<file path="src/rtl/lane_pkg.sv">
// Shared types, constants and config derivation for the lane spawner.
package lane_pkg;

   typedef enum logic [2:0] {
      IDLE    = 3'd0,
      LOAD    = 3'd1,
      SETUP   = 3'd2,
      STROBE1 = 3'd3,
      STROBE2 = 3'd4,
      FIN     = 3'd5
   } spawner_state_t;

   localparam logic [15:0] LFSR_TAPS     = 16'hB400;
   localparam logic [2:0]  MAX_CAR_COUNT = 3'd4;
   localparam logic [2:0]  MAX_CAR_SPEED = 3'd7;
   localparam int unsigned CAR_WIDTH     = 48;
   localparam int unsigned CALC_W        = 5;

   // Payload carried on the shared lane configuration bus.
   typedef struct packed {
      logic       dir;
      logic [1:0] car_type;
      logic [2:0] count;
      logic [2:0] speed;
   } lane_cfg_t;

   // Derive a lane config from the low LFSR bits and the upper level bits, saturating.
   function automatic lane_cfg_t calc_cfg(input logic [5:0] r, input logic [2:0] lvl_hi);
      lane_cfg_t         cfg;
      logic [CALC_W-1:0] cnt;
      logic [CALC_W-1:0] spd;
      cnt = CALC_W'(r[4:3]) + CALC_W'(lvl_hi[2:1]);
      spd = CALC_W'(1) + CALC_W'(lvl_hi) + CALC_W'(r[5]);
      cfg.dir      = r[0];
      cfg.car_type = r[2:1];
      cfg.count    = (cnt > CALC_W'(MAX_CAR_COUNT)) ? MAX_CAR_COUNT : cnt[2:0];
      cfg.speed    = (spd > CALC_W'(MAX_CAR_SPEED)) ? MAX_CAR_SPEED : spd[2:0];
      return cfg;
   endfunction

endpackage

</file>
<file path="src/rtl/lfsr16.sv">
// 16-bit right-shifting Galois LFSR with advance enable; reusable random source.
module lfsr16
   import lane_pkg::*;
#(
   parameter logic [15:0] Seed = 16'hACE1
) (
   input  logic        i_clk,
   input  logic        i_rst_n,
   input  logic        i_adv,
   output logic [15:0] o_lfsr,
   output logic [15:0] o_next_c
);

   logic [15:0] r_lfsr;

   assign o_lfsr   = r_lfsr;
   assign o_next_c = (r_lfsr >> 1) ^ (r_lfsr[0] ? LFSR_TAPS : 16'h0000);

   // Step the LFSR only when asked; reset reloads the seed.
   always_ff @(posedge i_clk or negedge i_rst_n) begin
      if (!i_rst_n) begin
         r_lfsr <= Seed;
      end else if (i_adv) begin
         r_lfsr <= o_next_c;
      end
   end

endmodule

</file>
<file path="src/rtl/lane_spawner.sv">
// Level-start controller: walks enabled lanes, drives the shared config bus, strobes SpawnEnable.
module lane_spawner
   import lane_pkg::*;
#(
   parameter int unsigned NumLanes = 10,
   parameter logic [15:0] Seed     = 16'hACE1
) (
   input  logic                Clk,
   input  logic                Reset_n,
   input  logic                LevelStart,
   input  logic [3:0]          Level,
   input  logic [NumLanes-1:0] LaneMask,
   output logic [NumLanes-1:0] SpawnEnable,
   output logic                Direction,
   output logic [1:0]          CarType,
   output logic [2:0]          CarCount,
   output logic [2:0]          CarSpeed,
   output logic                Busy,
   output logic                Done
);

   localparam int unsigned      IDX_W    = (NumLanes > 1) ? $clog2(NumLanes) : 1;
   localparam logic [IDX_W-1:0] LAST_IDX = IDX_W'(NumLanes - 1);

   spawner_state_t      r_state;
   spawner_state_t      w_state_nxt;
   logic [IDX_W-1:0]    r_idx;
   logic [IDX_W-1:0]    w_idx_nxt;
   logic [3:0]          r_level;
   logic [NumLanes-1:0] r_mask;
   logic                w_latch;
   logic                w_adv;
   logic                w_lane_en;
   logic [15:0]         w_lfsr;
   logic [15:0]         w_lfsr_next;
   lane_cfg_t           r_cfg;
   lane_cfg_t           w_cfg_nxt;
   logic [NumLanes-1:0] w_spawn_nxt;
   logic                w_busy_nxt;
   logic                w_done_nxt;
   logic                w_unused;

   assign w_lane_en = r_mask[r_idx];
   assign w_unused  = ^{w_lfsr, w_lfsr_next[15:6], r_level[0]};

   lfsr16 #(.Seed(Seed)) u_lfsr (
      .i_clk    (Clk),
      .i_rst_n  (Reset_n),
      .i_adv    (w_adv),
      .o_lfsr   (w_lfsr),
      .o_next_c (w_lfsr_next)
   );

   // State, lane index and the request parameters captured at level start.
   always_ff @(posedge Clk or negedge Reset_n) begin
      if (!Reset_n) begin
         r_state <= IDLE;
         r_idx   <= '0;
         r_level <= '0;
         r_mask  <= '0;
      end else begin
         r_state <= w_state_nxt;
         r_idx   <= w_idx_nxt;
         if (w_latch) begin
            r_level <= Level;
            r_mask  <= LaneMask;
         end
      end
   end

   // Sequence walk: masked lanes cost one cycle, enabled lanes four.
   always_comb begin
      w_state_nxt = r_state;
      w_idx_nxt   = r_idx;
      w_latch     = 1'b0;
      w_adv       = 1'b0;
      unique case (r_state)
         IDLE: begin
            if (LevelStart) begin
               w_state_nxt = LOAD;
               w_idx_nxt   = '0;
               w_latch     = 1'b1;
            end
         end
         LOAD: begin
            if (w_lane_en) begin
               w_adv       = 1'b1;
               w_state_nxt = SETUP;
            end else if (r_idx == LAST_IDX) begin
               w_state_nxt = FIN;
            end else begin
               w_idx_nxt = r_idx + IDX_W'(1);
            end
         end
         SETUP:   w_state_nxt = STROBE1;
         STROBE1: w_state_nxt = STROBE2;
         STROBE2: begin
            if (r_idx == LAST_IDX) begin
               w_state_nxt = FIN;
            end else begin
               w_idx_nxt   = r_idx + IDX_W'(1);
               w_state_nxt = LOAD;
            end
         end
         FIN:     w_state_nxt = IDLE;
         default: w_state_nxt = IDLE;
      endcase
   end

   // Next output values, derived from the upcoming state so outputs register cleanly.
   always_comb begin
      w_spawn_nxt = '0;
      w_cfg_nxt   = r_cfg;
      w_busy_nxt  = (w_state_nxt != IDLE);
      w_done_nxt  = (w_state_nxt == FIN);
      if (w_state_nxt == STROBE1 || w_state_nxt == STROBE2) begin
         w_spawn_nxt = NumLanes'(1) << w_idx_nxt;
      end
      if (w_adv) begin
         w_cfg_nxt = calc_cfg(w_lfsr_next[5:0], r_level[3:1]);
      end
   end

   // Output registers; reset drops the strobe immediately.
   always_ff @(posedge Clk or negedge Reset_n) begin
      if (!Reset_n) begin
         SpawnEnable <= '0;
         r_cfg       <= '0;
         Busy        <= 1'b0;
         Done        <= 1'b0;
      end else begin
         SpawnEnable <= w_spawn_nxt;
         r_cfg       <= w_cfg_nxt;
         Busy        <= w_busy_nxt;
         Done        <= w_done_nxt;
      end
   end

   assign Direction = r_cfg.dir;
   assign CarType   = r_cfg.car_type;
   assign CarCount  = r_cfg.count;
   assign CarSpeed  = r_cfg.speed;

endmodule

</file>
<file path="config.mk">
export PLATFORM = sky130hd
export DESIGN_NAME = lane_spawner
export DESIGN_NICKNAME = d
export VERILOG_FILES = /design/src/rtl/lane_pkg.sv /design/src/rtl/lfsr16.sv /design/src/rtl/lane_spawner.sv
export SDC_FILE = /design/constraint.sdc
export NUM_CORES = 1
export LEC_CHECK = 0
export ABC_AREA = 1
export CORE_MARGIN = 10
export CORE_UTILIZATION = 24
export CTS_BUF_LIST = sky130_fd_sc_hd__clkbuf_8 sky130_fd_sc_hd__clkbuf_16
export DETAILED_ROUTE_END_ITERATION = 6
export PLACE_DENSITY = 0.53
export SYNTH_ARGS = -nofsm -noshare
export SYNTH_HDL_FRONTEND = slang
export SYNTH_SLANG_ARGS = --single-unit
</file>
<file path="constraint.sdc">
create_clock -name Clk -period 4 [get_ports Clk]
set_clock_uncertainty 0.2 [all_clocks]
set_input_delay 0.4 -clock Clk [delete_from_list [all_inputs] [get_ports Clk]]
set_output_delay 0.4 -clock Clk [all_outputs]
set_load 0.005 [all_outputs]
</file>
==> flow_summary.toml <==
[clocking]
cts_root_buffer = "clkbuf_8"
htree_num_levels = 2
clockBufferDepth = 2
clk_pin_slew_worst_paths_ps = 100
numCtsBuffers = 5
post_cts_buffers = 0
clk_latency_ps = 310
cts_tree = "built"
cts.sinks = 55
cts_resized = 0

[yosys]
yosysMostFrequentCell = "nand2_1"
synthesis.nets = 302
ys_seq_elements = 55
synth_edf_count = 0
synth_xor_xnor_area_share_pct = 2.35
yosys-top-cells-area = "dfrtp_1, dfstp_2, nand2_1, nor2_1, inv_1"
ys_seq_area_share_pct = 53.1
synth_cells = 279
synth.distinct_cells = 34
async_flop_share_pct = 100
synth_area_sq_um = 2610
synth_area_per_cell_sq_um = 9.35
yosys.area.top_type_share_pct = 45.1
yosys_warnings = 0
synth_top_family_by_area = "simple AND/OR/NAND/NOR gates"
synthAdderAreaFrac_pct = 3.16
synth_ff_type = "dfrtp_1"
muxShareOfSynthArea_pct = 1.29
synthTopCellsByCount = "nand2_1, dfrtp_1, nor2_1"
synth-compound-area-share_pct = 7.67
synthSimpleGateAreaFrac_pct = 24.4
yosysTopAreaCell = "dfrtp_1"

[die]
initial_core_util_pct = 24.3
core_area_sq_um = 10700
die_y_um = 124
row_count = 38
ios = 38
die_area_sq_um = 15400
die_w_um = 124

[run]
drv_cap = 0

[routing]
first_pass_iters = 4
via_per_inst = 4.04
antenna_left = 0
routed_wl_um = 5190
num_vias = 1840
post_drt_wl_per_cell_um = 11.4
drt-initial-drc-count = 79
drcViolationCount = 0

[cells_and_area]
fin_area_sq_um = 3230
n_fill_cell = 1175
drive_gt1_share_pct = 16.5
antenna_cells = 0
final_nets = 337
area_delta_synth_final_pct = 23.7
regArea_sq_um = 1390
multiInputGateArea_sq_um = 1010

[global_routing]
grt_pass1_wl_um = 9040
grtUsageTotal_pct = 6.81
grt_overflow = 0
grt_pass1_vias = 1970
grt_max_degree = 33
antenna_found_initial = 0

[status]
outcome = "complete, no violations"

[critical_path]
path_buf_inv = 2
path_common_cell = "nand2_1"
timing.setup.critical_path_class = "flip-flop to flip-flop"
crit_arrival_ps = 2290
crit_fanout = 11
cp_slowest_cell = "dfrtp_1"
path_cells = "inv_1 -> ha_1 -> nand3_2 -> inv_2 -> nand2_1 -> o21ai_1 -> a22oi_1 -> nand2_1 -> a21oi_1 -> nand3_1 -> nor2_1"
critical_path.top_delay_family = "flip-flops"
critPathLaunchType = "flip-flop"
cp.required_ps = 4050
slowest_delay_ps = 630
critical_path.endpoint_type = "flip-flop"

[pwr]
internal-power_mw = 1.32
switchingPower_uw = 883
peakVddDrop_mv = 0.216
power.density_nw_per_um2 = 682
p_leak_nw = 1.46
combPwrFrac_pct = 44.0
pwr-share-seq_pct = 36.7
power_frac_clock_pct = 19.3
switching_share_pct = 40.1

[timing]
hold_viol = 0
tightest_slew_ps = 781
finalSetupViolCount = 0
holdWs_ps = 280
max_freq_ghz = 0.445
finalMaxSlewViolations = 0
rsz0062_at_grt = "no"
post-route-min-period_ps = 2250
period_share_pct = 56.1
slew_headroom_pct = 47.8
fin_setup_tns_ps = 0

[placement]
place_hpwl_um = 3960
dpl_cell_area_sq_um = 3090
io_buffers = 36
gp_congestion = 0.751

[hold_path]
min_path_type = "flip-flop to flip-flop"
layout by cell type, fill, tap and decap left out, drive strengths merged, types with 2 or more instances in the layout:
cell / count
xor2: 2
dfrtp: 47
nor2: 35
nand3: 16
inv: 39
clkdlybuf4s50: 35
nor3: 2
nand4: 3
buf: 2
mux2: 3
a21oi: 13
ha: 5
xnor2: 5
clkbuf: 5
nand2: 67
o21ai: 18
a31oi: 3
dfstp: 8
bufinv: 2
power groups by stage:
| stage | combinational, mW | sequential [mW] | clock [mW] |
|---|---|---|---|
| floorplan | 0.793 | 0.775 | 0 |
| global placement | 0.975 | 0.819 | 0 |
| detailed placement | 0.990 | 0.822 | 0 |
| CTS | 0.993 | 0.812 | 0.446 |
| global route | 1.11 | 0.830 | 0.467 |
| finish | 0.968 | 0.808 | 0.425 |
tightest hold or removal path, cell delays in order (launching register included):
cell     delay, ps
dfrtp_1        350
nand2_1         50
nand2_1         50
area by class of cell:
cell class	instances	share of cell area, %
Timing Repair Buffer	38	11.6
Tap cell	140	5.43
Multi-Input combinational cell	176	31.4
Clock buffer	5	2.13
Clock inverter	3	1.98
Inverter	38	4.57
Sequential cell	55	42.9
layer usage:
| metal | vias up | wire, um | share of wire (%) | global-route usage, % |
|---|---|---|---|---|
| li1 | 943 | - | - | - |
| met1 | 860 | 2240 | 43 | 7.86 |
| met2 | 33 | 2600 | 50 | 11.5 |
| met3 | 4 | 304 | 5.9 | 2.38 |
| met4 | 0 | 43 | 0.83 | 2.06 |
| met5 | - | 0 | 0 | 0 |
per-stage QoR:
stage                     total power, mW  util, %  setup slack [ps]  std cells
after floorplan                      1.57        -              2190        279
after detailed placement             1.81     28.7              1750        446
final                                2.20     30.0              1750        455
after global routing                 2.41     30.0              1500        455
after CTS                            2.25     30.0              1730        455
after global placement               1.79     28.7              1760        446
registers in the layout (all words and copies together) (netlist names), 3 cells and up:
| register | flops |
|---|---|
| CarCount | 3 |
| r_mask | 10 |
| r_idx | 4 |
| r_level | 3 |
| u_lfsr.o_lfsr | 15 |
| r_state | 3 |
| SpawnEnable | 10 |
| CarSpeed | 3 |
worst paths after layout:
path	end	depth (start not counted)	slack, ps	start
worst min register to register	u_lfsr.o_lfsr[11]	2	280	u_lfsr.o_lfsr[12]
min in group asynchronous	u_lfsr.o_lfsr[4]	2	480	Reset_n
worst max-delay path	SpawnEnable[9]	11	1750	r_idx[1]
max in group asynchronous	u_lfsr.o_lfsr[10]	3	2260	Reset_n
worst max register to register	SpawnEnable[9]	11	1750	r_idx[1]
worst min-delay path	u_lfsr.o_lfsr[11]	2	280	u_lfsr.o_lfsr[12]
kinds of logic after synthesis:
| logic type | Yosys count |
|---|---|
| fa+ha+maj | 6 |
| mux | 3 |
| compound gates | 37 |
| buf+inv | 48 |
| flops | 55 |
| simple gates | 123 |
| xor+xnor | 7 |
timing repair:
item / in CTS / in global routing
hold endpoints to repair: 25 / 0
hold buffers: 1 / 0
setup endpoints to repair: 0 / 0
Power figures use the tool's default switching activity.
